`config.mk`:
```
export PLATFORM = sky130hd
export DESIGN_NAME = multicycle_control
export DESIGN_NICKNAME = d
export VERILOG_FILES = /design/src/rtl/cpu_ctrl_pkg.sv /design/src/rtl/ctrl_output_decode.sv /design/src/rtl/multicycle_control.sv
export SDC_FILE = /design/constraint.sdc
export NUM_CORES = 1
export LEC_CHECK = 0
export BUFFER_PORTS_ARGS = -buffer_cell sky130_fd_sc_hd__buf_2
export CAP_MARGIN = 0
export CELL_PAD_IN_SITES_DETAIL_PLACEMENT = 0
export CELL_PAD_IN_SITES_GLOBAL_PLACEMENT = 1
export CORE_MARGIN = 3
export CORE_UTILIZATION = 25
export CTS_CLUSTER_SIZE = 40
export DETAILED_ROUTE_END_ITERATION = 6
export HOLD_SLACK_MARGIN = 0.03
export PLACE_DENSITY = 0.86
export SETUP_SLACK_MARGIN = 0.5
export SYNTH_ARGS = -nofsm -noshare
export SYNTH_HDL_FRONTEND = slang
export SYNTH_SLANG_ARGS = --single-unit
```
`constraint.sdc`:
```
create_clock -name CLK -period 1.15 [get_ports CLK]
set_clock_uncertainty 0.05 [all_clocks]
set_input_delay 0.1725 -clock CLK [delete_from_list [all_inputs] [get_ports CLK]]
set_output_delay 0.1725 -clock CLK [all_outputs]
set_load 0.02 [all_outputs]
```
`src/rtl/cpu_ctrl_pkg.sv`:
```
// rtl/cpu_ctrl_pkg.sv - shared types and encodings for the multicycle control FSM
//
// Holds the FSM state enum, instruction opcodes, ALU operation codes,
// ALU B-operand select codes, PC source codes and the packed control word
// produced by ctrl_output_decode. No ports.
// The TRAP state is always part of the enum; it is only reachable when the
// OVFL_TRAP_EN macro is defined.

package cpu_ctrl_pkg;

    typedef enum logic [3:0] {
        ST_RST      = 4'd0,
        ST_FETCH    = 4'd1,
        ST_DECODE   = 4'd2,
        ST_EXEC_R   = 4'd3,
        ST_WB_R     = 4'd4,
        ST_EXEC_I   = 4'd5,
        ST_WB_I     = 4'd6,
        ST_MEM_ADDR = 4'd7,
        ST_MEM_RD   = 4'd8,
        ST_MEM_WB   = 4'd9,
        ST_MEM_WR   = 4'd10,
        ST_BRANCH   = 4'd11,
        ST_JUMP     = 4'd12,
        ST_HALT     = 4'd13,
        ST_TRAP     = 4'd14
    } state_t;

    // Opcodes, Instr[15:12]
    localparam logic [3:0] OP_RTYPE = 4'd0;
    localparam logic [3:0] OP_ADDI  = 4'd1;
    localparam logic [3:0] OP_ANDI  = 4'd2;
    localparam logic [3:0] OP_ADDS  = 4'd3;
    localparam logic [3:0] OP_LW    = 4'd4;
    localparam logic [3:0] OP_SW    = 4'd5;
    localparam logic [3:0] OP_BEQ   = 4'd6;
    localparam logic [3:0] OP_JUMP  = 4'd7;
    localparam logic [3:0] OP_HALT  = 4'd15;

    // AluOp codes (4-7 reserved)
    localparam logic [2:0] ALU_AND = 3'd0;
    localparam logic [2:0] ALU_OR  = 3'd1;
    localparam logic [2:0] ALU_ADD = 3'd2;
    localparam logic [2:0] ALU_SUB = 3'd3;

    // ALUSrcB codes
    localparam logic [1:0] SRCB_REGB     = 2'd0;
    localparam logic [1:0] SRCB_ZEXT     = 2'd1;
    localparam logic [1:0] SRCB_SEXT     = 2'd2;
    localparam logic [1:0] SRCB_SEXT_SH1 = 2'd3;

    // PCSource codes
    localparam logic [1:0] PCSRC_INC    = 2'd0;
    localparam logic [1:0] PCSRC_BRANCH = 2'd1;
    localparam logic [1:0] PCSRC_JUMP   = 2'd2;
    localparam logic [1:0] PCSRC_TRAP   = 2'd3;

    typedef struct packed {
        logic       iord;
        logic       mem_read;
        logic       mem_write;
        logic       ir_write;
        logic       pc_en;
        logic [1:0] pc_source;
        logic       alu_src_a;
        logic [1:0] alu_src_b;
        logic [2:0] alu_op;
        logic       alu_out_write;
        logic       reg_write;
        logic       reg_dst;
        logic       mem_to_reg;
        logic       halted;
    } ctrl_word_t;

    // Only the arithmetic operations can overflow.
    function automatic logic is_add_sub(input logic [2:0] alu_op);
        return (alu_op == ALU_ADD) || (alu_op == ALU_SUB);
    endfunction

endpackage

```
`src/rtl/ctrl_output_decode.sv`:
```
// rtl/ctrl_output_decode.sv - combinational state/opcode/funct to control word decode
//
// Ports:
//   i_state  - current FSM state
//   i_opcode - Instr[15:12]
//   i_funct  - Instr[2:0], drives AluOp directly for R-type
//   o_ctrl   - raw control word; FETCH IRWrite/PCEn and BRANCH PCEn are
//              reported ungated, the top applies MemReady/Zero.
// Parameter TRAP_VEC_SEL is the PCSource value driven in TRAP.

module ctrl_output_decode
    import cpu_ctrl_pkg::*;
#(
    parameter logic [1:0] TRAP_VEC_SEL = 2'd2
) (
    input  state_t     i_state,
    input  logic [3:0] i_opcode,
    input  logic [2:0] i_funct,
    output ctrl_word_t o_ctrl
);

    always_comb begin
        o_ctrl = '0;
        case (i_state)
            ST_FETCH: begin
                o_ctrl.mem_read  = 1'b1;
                o_ctrl.ir_write  = 1'b1;
                o_ctrl.pc_en     = 1'b1;
                o_ctrl.pc_source = PCSRC_INC;
            end
            ST_EXEC_R: begin
                o_ctrl.alu_src_a     = 1'b1;
                o_ctrl.alu_src_b     = SRCB_REGB;
                o_ctrl.alu_op        = i_funct;
                o_ctrl.alu_out_write = 1'b1;
            end
            ST_WB_R: begin
                o_ctrl.reg_write = 1'b1;
                o_ctrl.reg_dst   = 1'b1;
            end
            ST_EXEC_I: begin
                o_ctrl.alu_src_a     = 1'b1;
                o_ctrl.alu_out_write = 1'b1;
                case (i_opcode)
                    OP_ANDI: begin
                        o_ctrl.alu_src_b = SRCB_ZEXT;
                        o_ctrl.alu_op    = ALU_AND;
                    end
                    OP_ADDS: begin
                        o_ctrl.alu_src_b = SRCB_SEXT_SH1;
                        o_ctrl.alu_op    = ALU_ADD;
                    end
                    default: begin
                        o_ctrl.alu_src_b = SRCB_SEXT;
                        o_ctrl.alu_op    = ALU_ADD;
                    end
                endcase
            end
            ST_WB_I: begin
                o_ctrl.reg_write = 1'b1;
            end
            ST_MEM_ADDR: begin
                o_ctrl.alu_src_a     = 1'b1;
                o_ctrl.alu_src_b     = SRCB_SEXT;
                o_ctrl.alu_op        = ALU_ADD;
                o_ctrl.alu_out_write = 1'b1;
            end
            ST_MEM_RD: begin
                o_ctrl.iord     = 1'b1;
                o_ctrl.mem_read = 1'b1;
            end
            ST_MEM_WB: begin
                o_ctrl.reg_write  = 1'b1;
                o_ctrl.mem_to_reg = 1'b1;
            end
            ST_MEM_WR: begin
                o_ctrl.iord      = 1'b1;
                o_ctrl.mem_write = 1'b1;
            end
            ST_BRANCH: begin
                o_ctrl.alu_src_a = 1'b1;
                o_ctrl.alu_src_b = SRCB_REGB;
                o_ctrl.alu_op    = ALU_SUB;
                o_ctrl.pc_source = PCSRC_BRANCH;
                o_ctrl.pc_en     = 1'b1;
            end
            ST_JUMP: begin
                o_ctrl.pc_source = PCSRC_JUMP;
                o_ctrl.pc_en     = 1'b1;
            end
            ST_HALT: begin
                o_ctrl.halted = 1'b1;
            end
            ST_TRAP: begin
                o_ctrl.pc_en     = 1'b1;
                o_ctrl.pc_source = TRAP_VEC_SEL;
            end
            default: ;
        endcase
    end

endmodule

```
`src/rtl/multicycle_control.sv`:
```
// rtl/multicycle_control.sv - main control FSM of the 16-bit multicycle CPU
//
// Owns the state register, next-state logic, MemReady/Zero gating and the
// sticky Illegal/TrapFlag flags; control outputs come from ctrl_output_decode.
// Optional feature macro: OVFL_TRAP_EN (overflow in an ADD/SUB execute
// diverts to TRAP; when undefined ovfl is ignored and TrapFlag is 0).
//
// Ports:
//   CLK, RESET_N           - clock (rising edge), async active-low reset
//   Instr[15:0]            - IR contents: opcode [15:12], funct [2:0]
//   MemReady               - memory finished the current access this cycle
//   Zero, ovfl             - ALU status, combinational
//   IorD, MemRead, MemWrite, IRWrite, PCEn, PCSource[1:0]
//   ALUSrcA, ALUSrcB[1:0], AluOp[2:0], ALUOutWrite
//   RegWrite, RegDst, MemtoReg
//   Halted, Illegal (sticky), TrapFlag (sticky)

module multicycle_control
    import cpu_ctrl_pkg::*;
#(
    parameter logic [1:0] TRAP_VEC_SEL = 2'd2
) (
    input  logic        CLK,
    input  logic        RESET_N,
    input  logic [15:0] Instr,
    input  logic        MemReady,
    input  logic        Zero,
    input  logic        ovfl,
    output logic        IorD,
    output logic        MemRead,
    output logic        MemWrite,
    output logic        IRWrite,
    output logic        PCEn,
    output logic [1:0]  PCSource,
    output logic        ALUSrcA,
    output logic [1:0]  ALUSrcB,
    output logic [2:0]  AluOp,
    output logic        ALUOutWrite,
    output logic        RegWrite,
    output logic        RegDst,
    output logic        MemtoReg,
    output logic        Halted,
    output logic        Illegal,
    output logic        TrapFlag
);

    state_t     r_state;
    state_t     w_next;
    logic       r_illegal;
    logic       w_set_illegal;
    logic       w_trap_take;
    logic       w_pc_gate;
    logic [3:0] w_opcode;
    logic [2:0] w_funct;
    ctrl_word_t w_ctrl;

    assign w_opcode = Instr[15:12];
    assign w_funct  = Instr[2:0];

    ctrl_output_decode #(
        .TRAP_VEC_SEL (TRAP_VEC_SEL)
    ) u_decode (
        .i_state  (r_state),
        .i_opcode (w_opcode),
        .i_funct  (w_funct),
        .o_ctrl   (w_ctrl)
    );

    // Immediate/register fields are consumed by the datapath, not here.
    logic w_unused;
    assign w_unused = &{1'b0, Instr[11:3], ovfl};

`ifdef OVFL_TRAP_EN
    assign w_trap_take = ovfl & is_add_sub(w_ctrl.alu_op);
`else
    assign w_trap_take = 1'b0;
`endif

    always_comb begin
        w_next        = r_state;
        w_set_illegal = 1'b0;
        case (r_state)
            ST_RST:      w_next = ST_FETCH;
            ST_FETCH:    w_next = MemReady ? ST_DECODE : ST_FETCH;
            ST_DECODE: begin
                case (w_opcode)
                    OP_RTYPE:                 w_next = ST_EXEC_R;
                    OP_ADDI, OP_ANDI, OP_ADDS: w_next = ST_EXEC_I;
                    OP_LW, OP_SW:             w_next = ST_MEM_ADDR;
                    OP_BEQ:                   w_next = ST_BRANCH;
                    OP_JUMP:                  w_next = ST_JUMP;
                    OP_HALT:                  w_next = ST_HALT;
                    default: begin
                        w_next        = ST_HALT;
                        w_set_illegal = 1'b1;
                    end
                endcase
            end
            // ALUOut still loads in the trapping cycle; only writeback is skipped.
            ST_EXEC_R:   w_next = w_trap_take ? ST_TRAP : ST_WB_R;
            ST_EXEC_I:   w_next = w_trap_take ? ST_TRAP : ST_WB_I;
            ST_WB_R:     w_next = ST_FETCH;
            ST_WB_I:     w_next = ST_FETCH;
            ST_MEM_ADDR: w_next = (w_opcode == OP_LW) ? ST_MEM_RD : ST_MEM_WR;
            ST_MEM_RD:   w_next = MemReady ? ST_MEM_WB : ST_MEM_RD;
            ST_MEM_WB:   w_next = ST_FETCH;
            ST_MEM_WR:   w_next = MemReady ? ST_FETCH : ST_MEM_WR;
            ST_BRANCH:   w_next = ST_FETCH;
            ST_JUMP:     w_next = ST_FETCH;
            ST_HALT:     w_next = ST_HALT;
            ST_TRAP:     w_next = ST_FETCH;
            default:     w_next = ST_RST;
        endcase
    end

    always_ff @(posedge CLK or negedge RESET_N) begin
        if (!RESET_N) begin
            r_state   <= ST_RST;
            r_illegal <= 1'b0;
        end else begin
            r_state <= w_next;
            if (w_set_illegal) begin
                r_illegal <= 1'b1;
            end
        end
    end

`ifdef OVFL_TRAP_EN
    logic r_trap;
    // Set on entry so the flag is already visible during the TRAP cycle.
    always_ff @(posedge CLK or negedge RESET_N) begin
        if (!RESET_N) begin
            r_trap <= 1'b0;
        end else if (w_next == ST_TRAP) begin
            r_trap <= 1'b1;
        end
    end
    assign TrapFlag = r_trap;
`else
    assign TrapFlag = 1'b0;
`endif

    // FETCH completes only with MemReady; a branch is taken only on Zero.
    always_comb begin
        w_pc_gate = 1'b1;
        case (r_state)
            ST_FETCH:  w_pc_gate = MemReady;
            ST_BRANCH: w_pc_gate = Zero;
            default:   w_pc_gate = 1'b1;
        endcase
    end

    assign IorD        = w_ctrl.iord;
    assign MemRead     = w_ctrl.mem_read;
    assign MemWrite    = w_ctrl.mem_write;
    assign IRWrite     = w_ctrl.ir_write & MemReady;
    assign PCEn        = w_ctrl.pc_en & w_pc_gate;
    assign PCSource    = w_ctrl.pc_source;
    assign ALUSrcA     = w_ctrl.alu_src_a;
    assign ALUSrcB     = w_ctrl.alu_src_b;
    assign AluOp       = w_ctrl.alu_op;
    assign ALUOutWrite = w_ctrl.alu_out_write;
    assign RegWrite    = w_ctrl.reg_write;
    assign RegDst      = w_ctrl.reg_dst;
    assign MemtoReg    = w_ctrl.mem_to_reg;
    assign Halted      = w_ctrl.halted;
    assign Illegal     = r_illegal;

endmodule

```
==> results.md, run 1 <==
- Largest net degree at the start of global routing: 9
- Maximum VDD drop: 1.44 mV
- Antenna Violating Nets Remaining: 0
- Final WS setup: -0.461 ns
- Max cap viols: 0
- Fin crit period: 1.61 ns
- Core ar.: 0.00234 mm2
- Crit Path Category: reg2out
- Layout Cells excl Fill: 171
- Top post-synthesis cells by count: nor2_1 (11), nand2_1 (7), dfrtp_1 (5)
- Antenna fix cells: 0
- Worst-path maximum fanout: 8
- Critical R2R Launch: r_state[2]$_DFF_PN0_
- Area delta synth->final: 132%
- Yosys synthesis warning count: 0
- R2R depth: 6
- Hold Crit Class: in2async
- Grt total ovfl: 0
- DIE AREA: 0.00325 mm2
- Final setup viols: 23
- Dpl cells: 153
- Register bit total from synthesis: 5
- Vias/cell: 5.01
- Synth Cell Area: 649 um2
- Hold Vio Cnt, Final: 0
- Clock Tree Root: clkbuf_4
- DR pass1 iterations: 4
- Die extent in y: 57.0 um
- Final nets: 165
- Ports: 41
- Synth cell types: 46
- Achievable Freq: 621 MHz
- Post-route setup TNS: -7.98 ns
- Final GP Congestion: 0.803
- Width of the die: 57.0 um
- Post-synth EDFFs: 0
- Initial core utilization: 27.8%
- DR WL/cell: 13.9 um
- Area leader, netlist: dfrtp_1
- Maximum clock insertion buffer count: 2
- Drt first-iter violations: 14
- Clock-pin slew on the worst setup and hold paths: 0.04 ns
- Initial antenna violation count: 0
- Startpoint Class: register
- Global Route Usage Sum: 14.3%
- Synth area leaders: dfrtp_1 (19%), buf_6 (6.9%), nor2_1 (6.4%)
- Top-area cell type share of the netlist area: 19.3%
- CTS buffer count: 3
- Htree depth: 1
- Port Buf Inserts: 29
- Failing checks: setup timing
- Syn_area_per_cell: 7.92 um2
- Pleak: 0.662 nW
- Sequential fraction of the synthesis area: 19.3%
- Top FF cell, synth: dfrtp_1
- Detailed Place HPWL: 1650 um
- CTS tree: built
- Top-count cell post-synth: nor2_1
- Status: complete, but fails checks
- Vias: 856
- Worst-skew pair later-pin latency: 0.25 ns
- Slew Viols, Final: 0
- Cells after Synth: 82
- Reg2reg setup slack: -0.27 ns
- Row cnt: 17
- Final period util: 140%
- Required time of the worst setup path: 0.93 ns
- Final wirelength: 2380 um
- First-pass GRT wire length: 3680 um
- Layout cells sized above 1: 76.2%
- Critical Path AT: 1.39 ns
- Vias in the first global route: 821
- Clk sinks: 5
- PD cells: 2500 mW/mm2
- Reg2reg end: r_state[1]$_DFF_PN0_
- Setup crit end kind: primary output
- Async S/R FF share, synth: 100%
- Syn_nets: 103
- # DRC: 0
- RSZ-0062 raised after global routing: true
[sequential cells by signal, summed over array words and instances, names as in the netlist]
| name | count |
|---|---|
| Illegal | 1 |
| r_state | 4 |
[repair_timing]
action                                  CTS  global route
endpoints found under the setup margin   24            24
hold buffers                              1             0
endpoints found under the hold margin     5             0
resized for setup                        51            25
pin swaps                                13             6
setup buffers                             9             4
[worst max-delay path by stage]
stage,from,endpoint,slack [ns],cells after the start
3_5_place_dp,r_state[2]$_DFF_PN0_,MemWrite,-0.32,3
5_1_grt,r_state[3]$_DFF_PN0_,ALUSrcB[0],-0.51,5
6_report,r_state[1]$_DFF_PN0_,ALUSrcB[0],-0.46,4
4_1_cts,r_state[1]$_DFF_PN0_,ALUSrcB[0],-0.47,4
2_1_floorplan,r_state[2]$_DFF_PN0_,MemWrite,-0.14,3
3_3_place_gp,r_state[2]$_DFF_PN0_,MemWrite,-0.27,3
[power breakdown]
group / total (mW) / internal [mW] / switching (mW)
Clock: 0.207 / 0.131 / 0.0758
Combinational: 3.18 / 1.77 / 1.41
Sequential: 0.380 / 0.258 / 0.122
Total: 3.76 / 2.16 / 1.61
[worst max-delay path, cell delays in order (launching register included)]
cell	delay, ns
dfrtp_1	0.38
buf_12	0.15
or2b_4	0.30
nor4_4	0.13
buf_4	0.17
[stage by stage]
step / hold slack, ns / util [%] / setup slack, ns / total power [mW] / area, um2
floorplan: -0.173 / - / -0.144 / 2.01 / 833
global placement: -0.0608 / 47.9 / -0.270 / 2.61 / 1120
detailed placement: -0.0580 / 47.9 / -0.315 / 2.65 / 1120
CTS: 0.226 / 58.9 / -0.466 / 3.42 / 1380
global route: 0.242 / 64.3 / -0.513 / 3.97 / 1510
finish: 0.217 / 64.3 / -0.461 / 3.76 / 1510
[final cells by class]
type	count	area (um2)
Sequential cell	5	129
Multi-Input combinational cell	65	667
Clock buffer	4	26.3
Timing Repair Buffer	68	642
Inverter	1	6.26
Fill cell	188	835
Tap cell	28	35.0
[layout by cell type (no fill, tap or decap), types with 3 or more instances in the layout]
cell      synthesis  routed
buf_2             4      11
buf_4             2      21
buf_6             4      31
clkbuf_4          0       3
dfrtp_2           0       3
nand2_1           7       4
nor2_1           11       3
nor2_2            0       3
nor2_4            0       5
[cell families (layout without fill, tap and decap cells)]
logic type,Yosys count,count (layout),synth area share [%]
compound gates,20,20,25.1
xor+xnor,2,2,2.70
buf+inv,12,73,13.7
flops,5,5,19.3
other cells,1,1,0.577
simple gates,42,42,38.7
[per-layer routing]
layer | share of wire (%) | GRT usage (%) | vias to the layer above
li1 | - | - | 419
met1 | 40 | 16.4 | 402
met2 | 53 | 25.0 | 30
met3 | 5.7 | 2.94 | 5
met4 | 1.5 | 7.28 | 0
met5 | 0 | 0 | -
Power figures use the tool's default switching activity.
==> inputs of run 2 (changes only) <==
Settings changed: CORE_UTILIZATION 25 to 30, PLACE_DENSITY 0.86 to 0.95.
Clock period 1.15 ns to 1.9 ns, I/O delays scaled along.
==> run 2 against run 1 <==
  * The flow now finishes without violations
  * Combinational power down 53%
  * Die area down 15%
  * Setup slack better by 0.65 ns
  * Critical path type unchanged
  * Critical endpoint is now RegWrite
  * Largest cell class unchanged
  * Highest routed layer unchanged
==> results.md, run 2 (synthesis results as in run 1) <==
- Status: finished, final reports clean
- Pleak: 0.571 nW
- RSZ-0062 raised after global routing: true
- Global Route Usage Sum: 16.7%
- Layout cells sized above 1: 70.8%
- Clock-pin slew on the worst setup and hold paths: 0.04 ns
- Fin crit period: 1.71 ns
- Slew Viols, Final: 0
- Detailed Place HPWL: 1250 um
- Initial antenna violation count: 0
- Width of the die: 52.5 um
- Setup WS pre-CTS: 0.217 ns
- Fillers: 162
- Biggest register: r_state
- Port Buf Inserts: 29
- Final setup viols: 0
- Initial core utilization: 32.4%
- Htree depth: 1
- Largest net degree at the start of global routing: 15
- Vias in the first global route: 757
- Vias: 817
- CTS tree: built
- Layout Cells excl Fill: 157
- Leading cell types in the layout, fill and taps excluded: buf_4 (26), buf_6 (14), buf_2 (12)
- Total power: 1.88 mW
- Grt total ovfl: 0
- Final period util: 89.9%
- Worst-path maximum fanout: 8
- # DRC: 0
- Setup crit end kind: primary output
- DR WL/cell: 14.3 um
- Maximum VDD drop: 0.757 mV
- Critical R2R Launch: r_state[3]$_DFF_PN0_
- PD cells: 1520 mW/mm2
- First-pass GRT wire length: 3450 um
- Most common cell after layout, fill and taps aside: buf_4
- Area delta synth->final: 90.4%
- Worst Setup SP: r_state[3]$_DFF_PN0_
- Post-route setup TNS: 0 ns
- Antenna Violating Nets Remaining: 0
- Critical-path top delay cell: dfrtp_2
- Required time of the worst setup path: 1.56 ns
- DR pass1 iterations: 4
- Vias/cell: 5.20
- Final wirelength: 2240 um
- Reg2reg setup slack: 0.45 ns
- Drt first-iter violations: 11
- Final WS setup: 0.193 ns
- Maximum clock insertion buffer count: 2
- Final nets: 152
- CTS buffer count: 3
- Worst-skew pair later-pin latency: 0.24 ns
- Final GP Congestion: 0.735
- Hold Crit Class: in2async
- Largest register FFs: 4
- Max cap viols: 0
- Core ar.: 0.00200 mm2
- Clk sinks: 5
- Achievable Freq: 586 MHz
- Critical path depth in cells: 3
- Clock Tree Root: clkbuf_4
- Crit Path Category: reg2out
- Antenna fix cells: 0
- Hold Slack: 0.337 ns
- Startpoint Class: register
- Crit-path max cell delay: 0.46 ns
- Hold Vio Cnt, Final: 0
- Die extent in y: 52.5 um
- Dpl cells: 132
- Critical Path AT: 1.37 ns
- DIE AREA: 0.00276 mm2
- WP buf/inv: 1
- Cell family contributing the most delay on the critical path: flip-flops
- R2R depth: 5
- CP cell instances: or2b_4, o22ai_2, buf_4
- Ports: 41
- Row cnt: 16
==> run 2: timing repair <==
item                                    4_1_cts  5_1_grt
pin swaps                                     4        9
resized for setup                            21       44
buffers inserted                             13        7
hold buffers                                  1        0
endpoints found under the setup margin       21       21
endpoints found under the hold margin         5        0
==> run 2: per-layer routing <==
layer / GRT usage (%) / wire length [um] / up-vias
met5: 0 / 0 / -
met4: 10.2 / 25 / 0
met3: 3.42 / 103 / 2
met2: 27.5 / 1180 / 27
met1: 19.6 / 935 / 394
li1: - / - / 394
==> run 2: power by group <==
| part | internal, mW | switching, mW |
|---|---|---|
| clock network | 0.0794 | 0.0436 |
| logic | 0.794 | 0.720 |
| registers | 0.158 | 0.0828 |
==> run 2: worst paths after layout <==
check | end
setup / recovery | RegWrite
hold / removal | r_state[3]$_DFF_PN0_
min in group CLK | r_state[1]$_DFF_PN0_
hold reg to reg | Illegal$_DFFE_PN0P_
max in group asynchronous | r_state[1]$_DFF_PN0_
setup reg to reg | r_state[1]$_DFF_PN0_
==> run 2: layout make-up <==
type / count / area (um2) / share of cell area [%]
Clock buffer: 4 / 26.3 / 2.13
Sequential cell: 5 / 130 / 10.5
Multi-Input combinational cell: 65 / 584 / 47.3
Inverter: 1 / 3.75 / 0.304
Tap cell: 27 / 33.8 / 2.73
Timing Repair Buffer: 55 / 458 / 37.0
==> run 2: metrics by stage <==
step	area [um2]	utilization [%]
after CTS	1010	50.6
final	1240	61.8
after detailed placement	817	40.8
after global routing	1240	61.8
after floorplan	686	-
after global placement	817	40.8
